## src/rtl/proj_pkg.sv

```systemverilog
// Shared sizes, nucleotide type and serializer state encoding for the k-mer path.
package proj_pkg;

    localparam int KMER_BUFFER_BITS = 2;
    localparam int KMER_BUFFER_LEN  = 31;
    localparam int SER_WORD_NUCS    = 16;

    typedef logic [KMER_BUFFER_BITS-1:0] nuc_t;

    typedef enum logic [1:0] {
        IDLE,
        CLEAR,
        EMIT
    } ser_state_t;

endpackage

```

## src/rtl/proj_nuc_len_ctr.sv

```systemverilog
// Saturating sequence-length counter with registered kmer_valid and, when
// PROJ_SER_LEN_CHECK_EN is defined, a short-sequence seq_err pulse.
module proj_nuc_len_ctr
    import proj_pkg::*;
#(
    parameter int KMER_LEN = KMER_BUFFER_LEN
) (
    input  logic clk,
    input  logic rst_n,
    input  logic clr,
    input  logic inc,
`ifdef PROJ_SER_LEN_CHECK_EN
    input  logic close_hs,
    input  logic close_empty,
`endif
    output logic kmer_valid,
    output logic seq_err
);

    localparam int LEN_W = $clog2(KMER_LEN + 1);

    logic [LEN_W-1:0] len_q;
    logic             kmer_valid_q;

    always_ff @(posedge clk) begin
        if (!rst_n) begin
            len_q        <= '0;
            kmer_valid_q <= 1'b0;
        end else begin
            if (clr) begin
                len_q <= '0;
            end else if (inc && (len_q != LEN_W'(KMER_LEN))) begin
                len_q <= len_q + LEN_W'(1);
            end
            // High only right after a handshake that leaves the count at KMER_LEN.
            kmer_valid_q <= inc && (len_q >= LEN_W'(KMER_LEN - 1));
        end
    end

    assign kmer_valid = kmer_valid_q;

`ifdef PROJ_SER_LEN_CHECK_EN
    logic seq_err_q;

    always_ff @(posedge clk) begin
        if (!rst_n) begin
            seq_err_q <= 1'b0;
        end else begin
            seq_err_q <= (close_hs && (len_q < LEN_W'(KMER_LEN - 1)))
                      || (close_empty && (len_q < LEN_W'(KMER_LEN)));
        end
    end

    assign seq_err = seq_err_q;
`else
    assign seq_err = 1'b0;
`endif

endmodule

```

## src/rtl/proj_nuc_serializer.sv

```systemverilog
// Packed-word to nucleotide serializer feeding the k-mer shift buffer.
// Optional length check enabled by defining PROJ_SER_LEN_CHECK_EN.
//
//   state | meaning
//   IDLE  | waiting for a word; in_ready high
//   CLEAR | start_over pulse to the k-mer buffer before a new sequence
//   EMIT  | presenting word[idx], advancing on each out handshake
module proj_nuc_serializer
    import proj_pkg::*;
#(
    parameter int DATA_BITS = KMER_BUFFER_BITS,
    parameter int KMER_LEN  = KMER_BUFFER_LEN,
    parameter int WORD_NUCS = SER_WORD_NUCS
) (
    input  logic                                 clk,
    input  logic                                 rst_n,
    input  logic                                 in_valid,
    output logic                                 in_ready,
    input  logic [WORD_NUCS-1:0][DATA_BITS-1:0]  in_word,
    input  logic                                 in_last,
    input  logic [$clog2(WORD_NUCS+1)-1:0]       in_count,
    output logic                                 out_valid,
    input  logic                                 out_ready,
    output logic [DATA_BITS-1:0]                 out_nuc,
    output logic                                 out_last,
    output logic                                 start_over,
    output logic                                 kmer_valid,
    output logic                                 seq_err
);

    localparam int CNT_W = $clog2(WORD_NUCS + 1);
    localparam int IDX_W = (WORD_NUCS > 1) ? $clog2(WORD_NUCS) : 1;

    ser_state_t                          state_q, state_d;
    logic [WORD_NUCS-1:0][DATA_BITS-1:0] word_q;
    logic                                last_q;
    logic [CNT_W-1:0]                    cnt_q;
    logic [IDX_W-1:0]                    idx_q;
    logic                                seq_open_q;

    logic hs, at_end, zero_last, load, seq_close, in_ready_c;

    assign hs        = (state_q == EMIT) && out_ready;
    assign at_end    = (CNT_W'(idx_q) == (cnt_q - CNT_W'(1)));
    assign zero_last = in_last && (in_count == '0);

    always_comb begin
        state_d    = state_q;
        in_ready_c = 1'b0;
        load       = 1'b0;
        seq_close  = 1'b0;
        case (state_q)
            IDLE: begin
                in_ready_c = 1'b1;
                if (in_valid) begin
                    load = 1'b1;
                    if (zero_last) begin
                        seq_close = 1'b1;
                    end else if (!seq_open_q) begin
                        state_d = CLEAR;
                    end else begin
                        state_d = EMIT;
                    end
                end
            end
            CLEAR: state_d = EMIT;
            EMIT: begin
                if (hs && at_end) begin
                    if (last_q) begin
                        seq_close = 1'b1;
                        state_d   = IDLE;
                    end else begin
                        // Word boundary: take the next word in the same cycle to avoid a bubble.
                        in_ready_c = 1'b1;
                        if (in_valid) begin
                            load = 1'b1;
                            if (zero_last) begin
                                seq_close = 1'b1;
                                state_d   = IDLE;
                            end
                        end else begin
                            state_d = IDLE;
                        end
                    end
                end
            end
            default: state_d = IDLE;
        endcase
    end

    always_ff @(posedge clk) begin
        if (!rst_n) begin
            state_q    <= IDLE;
            word_q     <= '0;
            last_q     <= 1'b0;
            cnt_q      <= '0;
            idx_q      <= '0;
            seq_open_q <= 1'b0;
        end else begin
            state_q <= state_d;
            if (load) begin
                word_q <= in_word;
                last_q <= in_last;
                cnt_q  <= in_last ? in_count : CNT_W'(WORD_NUCS);
                idx_q  <= '0;
            end else if (hs && !at_end) begin
                idx_q <= idx_q + IDX_W'(1);
            end
            if (state_q == CLEAR) begin
                seq_open_q <= 1'b1;
            end else if (seq_close) begin
                seq_open_q <= 1'b0;
            end
        end
    end

    assign in_ready   = rst_n && in_ready_c;
    assign out_valid  = (state_q == EMIT);
    assign out_nuc    = (state_q == EMIT) ? word_q[idx_q] : '0;
    assign out_last   = (state_q == EMIT) && last_q && at_end;
    assign start_over = (state_q == CLEAR);

`ifdef PROJ_SER_LEN_CHECK_EN
    logic close_hs, close_empty;
    assign close_hs    = hs && out_last;
    assign close_empty = load && zero_last && seq_open_q;
`endif

    proj_nuc_len_ctr #(
        .KMER_LEN (KMER_LEN)
    ) u_len (
        .clk         (clk),
        .rst_n       (rst_n),
        .clr         (state_q == CLEAR),
        .inc         (hs),
`ifdef PROJ_SER_LEN_CHECK_EN
        .close_hs    (close_hs),
        .close_empty (close_empty),
`endif
        .kmer_valid  (kmer_valid),
        .seq_err     (seq_err)
    );

endmodule

```

## config.mk

```make
export PLATFORM = sky130hd
export DESIGN_NAME = proj_nuc_serializer
export DESIGN_NICKNAME = d
export VERILOG_FILES = /design/src/rtl/proj_pkg.sv /design/src/rtl/proj_nuc_len_ctr.sv /design/src/rtl/proj_nuc_serializer.sv
export SDC_FILE = /design/constraint.sdc
export NUM_CORES = 1
export LEC_CHECK = 0
export ABC_AREA = 1
export ABC_CLOCK_PERIOD_IN_PS = 1640
export CAP_MARGIN = 20
export CORE_ASPECT_RATIO = 0.9
export CORE_UTILIZATION = 40
export CTS_CLUSTER_DIAMETER = 200
export CTS_CLUSTER_SIZE = 40
export DETAILED_ROUTE_END_ITERATION = 10
export GPL_TIMING_DRIVEN = 0
export PLACE_DENSITY = 0.65
export SLEW_MARGIN = 0
export SYNTH_ARGS = -nofsm -noshare
export SYNTH_HDL_FRONTEND = slang
export SYNTH_HIERARCHICAL = 1
export SYNTH_SLANG_ARGS = --single-unit
```

## constraint.sdc

```tcl
create_clock -name clk -period 1.64 [get_ports clk]
set_input_delay 0.164 -clock clk [delete_from_list [all_inputs] [get_ports clk]]
set_output_delay 0.164 -clock clk [all_outputs]
set_load 0.02 [all_outputs]
```

==> reports/metrics.cfg <==
[setup_path]
critPathMaxFanout = 10
worstSetupStartpointType = flip-flop
crit_path_start = cnt_q[1]
r2r_start = cnt_q[1]
reg2reg_depth = 15
crit_required_ns = 1.86
end_kind = flip-flop
crit_path_end = word_q[31]
rrSetupSlack_ns = -0.34
critPathKind = reg -> reg
arrival_ns = 2.20
reg2reg_to = word_q[31]

[grt]
grt_pass1_vias = 2898
grt_pass1_wl_microns = 13200
antenna_found_initial = 0
grt_max_degree = 16
track_usage_pct = 21.4
grt_remaining_overflow = 0

[hold_path]
hold_path.class = in -> reg
holdPathStages = 3

[floorplanning]
initial_core_util_pct = 41.3
boundaryPins = 50
die_w_microns = 92.1
die-area_sq_mm = 0.00766
die_h_microns = 83.1
coreArea_sq_mm = 0.00708
num_rows = 29

[sta]
setup_ws_ns = -0.340
finalClockSkew_ns = 0.0140
setup-tns-final_ns = -14.34
slew_viol_final = 0
worst_pin_slew_ns = 0.834
min_period_over_period_pct = 121
slew-limit-headroom_pct = 44.4
rsz0062_at_grt = yes
holdWs_ns = 0.430
finalCriticalPeriod_ns = 1.98
setup_viol = 52
fmax_ghz = 0.505
hold_violations = 0

[clocking]
clk_pin_slew_ns = 0.10
clkLatencyLatePin_ns = 0.32
cts_htree_levels = 2
cts_buffers = 5
cts_buffer_depth = 2
cts.sinks = 51
cts_tree = yes
cts_root_buffer = clkbuf_8

[route]
vias_per_cell = 4.97
dr_total_vias = 3000
dr.pass1.iters = 4
drt-wirelength-per-cell_microns = 13.4
drt-initial-drc-count = 180
drc = 0
drt.antenna.violating_nets = 0
routed_wirelength_microns = 8120

[synthesis]
synthDistinctLibCells = 28
synth-edff-count = 0
syn_nets = 477
async_flop_share_pct = 0
ys.flop_type = dfxtp_1
ys_seq_area_share_pct = 34.9
yosysMostFrequentCell = nand2_1
avgSynthCellArea_sq_um = 6.80
synth_top_area_share_pct = 34.9
synth.area.top_cells = dfxtp_1 (35%), nand2_1 (11%), nand3_1 (8.9%), nor2_1 (7.8%), nor2_2 (5.8%)
synth_common_cells = nand2_1 (82), nor2_1 (61), nand3_1 (52)
syn_inst = 430
syn_area_sq_mm = 0.00293
ys_seq_elements = 51
yosys.area.top_type = dfxtp_1
ys.warnings.count = 6

[cells_and_area]
drive_gt1_share_pct = 24.7
num_antenna_cells = 0
finalInstanceArea_sq_mm = 0.00413
final_core_util_pct = 58.3
area_growth_pct = 41.0
fin_nets = 557
fin_cells = 604

[placement]
dp_hpwl_microns = 5240
place_ws_ns = -0.639
place_area_sq_mm = 0.00357
place_congestion = 0.817
io_buffers = 48
placed_cells = 571

[run_status]
violations = negative setup slack
outcome = complete, but fails checks

[pwr]
vdd_ir_drop_max_uv = 532
p_per_area_mw_per_mm2 = 1270
power.leakage_nw = 1.79
power_mw = 5.24

[job]
maxCapViolCount = 0

-- final cells by class --
| class | count | area [sq um] |
|---|---|---|
| Multi-Input combinational cell | 315 | 1840 |
| Clock inverter | 1 | 8.76 |
| Buffer | 20 | 188 |
| Inverter | 45 | 171 |
| Timing Repair Buffer | 72 | 691 |
| Tap cell | 93 | 116 |
| Clock buffer | 7 | 86.3 |
| Fill cell | 678 | 2950 |
| Sequential cell | 51 | 1030 |
-- state kept, by name, summed over array words and instances, names as in the netlist --
register / count
word_q: 32
state_q: 2
u_len/len_q: 5
u_len/kmer_valid: 1
cnt_q: 5
idx_q: 4
last_q: 1
seq_open_q: 1
-- cell usage in the layout, fill, tap and decap left out, types with 7 or more instances in the layout --
cell type / instances
inv_1: 38
nor2_2: 20
clkdlybuf4s50_1: 42
nand3_1: 47
a21oi_2: 10
buf_6: 7
nor2_1: 54
a21oi_1: 19
nand3b_1: 19
o21ai_1: 7
o21ai_0: 14
dfxtp_1: 47
buf_4: 22
nor2_4: 18
nand2_1: 79
-- repair_timing --
action	CTS	global route
resized for setup	64	31
hold buffers	0	0
buffers inserted	18	3
gates cloned	3	1
pin swaps	9	5
endpoints found under the setup margin	51	54
-- critical path, cell delays in order (launching register included) --
cell,delay (ns)
dfxtp_2,0.34
inv_2,0.05
ha_4,0.26
inv_2,0.02
nand2_1,0.05
nand2_1,0.05
nor2_1,0.08
nand2_1,0.09
nor2_4,0.16
nand3_4,0.12
buf_12,0.15
nand2_8,0.07
nand2_8,0.09
buf_8,0.20
nor2_2,0.09
nor2_1,0.05
-- power breakdown --
group          switching [mW]  internal (mW)  total (mW)
sequential              0.166           1.56        1.73
combinational            1.60           1.14        2.74
clock                   0.430          0.347       0.777
total                    2.19           3.05        5.24
-- cells by family (layout without fill, tap and decap cells) --
logic type | Yosys count | after routing | synth area share [%]
adder cells (fa/ha/maj) | 5 | 5 | 2.14
AND/OR/NAND/NOR | 254 | 255 | 43.0
buffers and inverters | 65 | 145 | 10.2
other | 1 | 1 | 0.128
XOR/XNOR | 2 | 2 | 0.599
AO/OA/AOI/OAI | 52 | 52 | 9.07
flip-flops | 51 | 51 | 34.9
-- per-layer routing --
metal	GRT usage, %	vias to the layer above	wire, microns
met1	26.9	1363	3710
met3	3.66	14	462
li1	-	1534	-
met5	0	-	0
met2	36.7	89	3820
met4	7.53	0	127
-- how the worst min path moves through the flow --
| stage | from | endpoint | slack (ns) |
|---|---|---|---|
| 2_1_floorplan | in_word[0] | word_q[0] | 0.29 |
| 3_3_place_gp | cnt_q[1] | cnt_q[1] | 0.45 |
| 3_5_place_dp | cnt_q[1] | cnt_q[1] | 0.45 |
| 4_1_cts | in_word[15] | word_q[15] | 0.40 |
| 5_1_grt | in_word[29] | word_q[29] | 0.43 |
| 6_report | in_word[15] | word_q[15] | 0.43 |
Note: power is estimated with default switching activity, not from simulation.
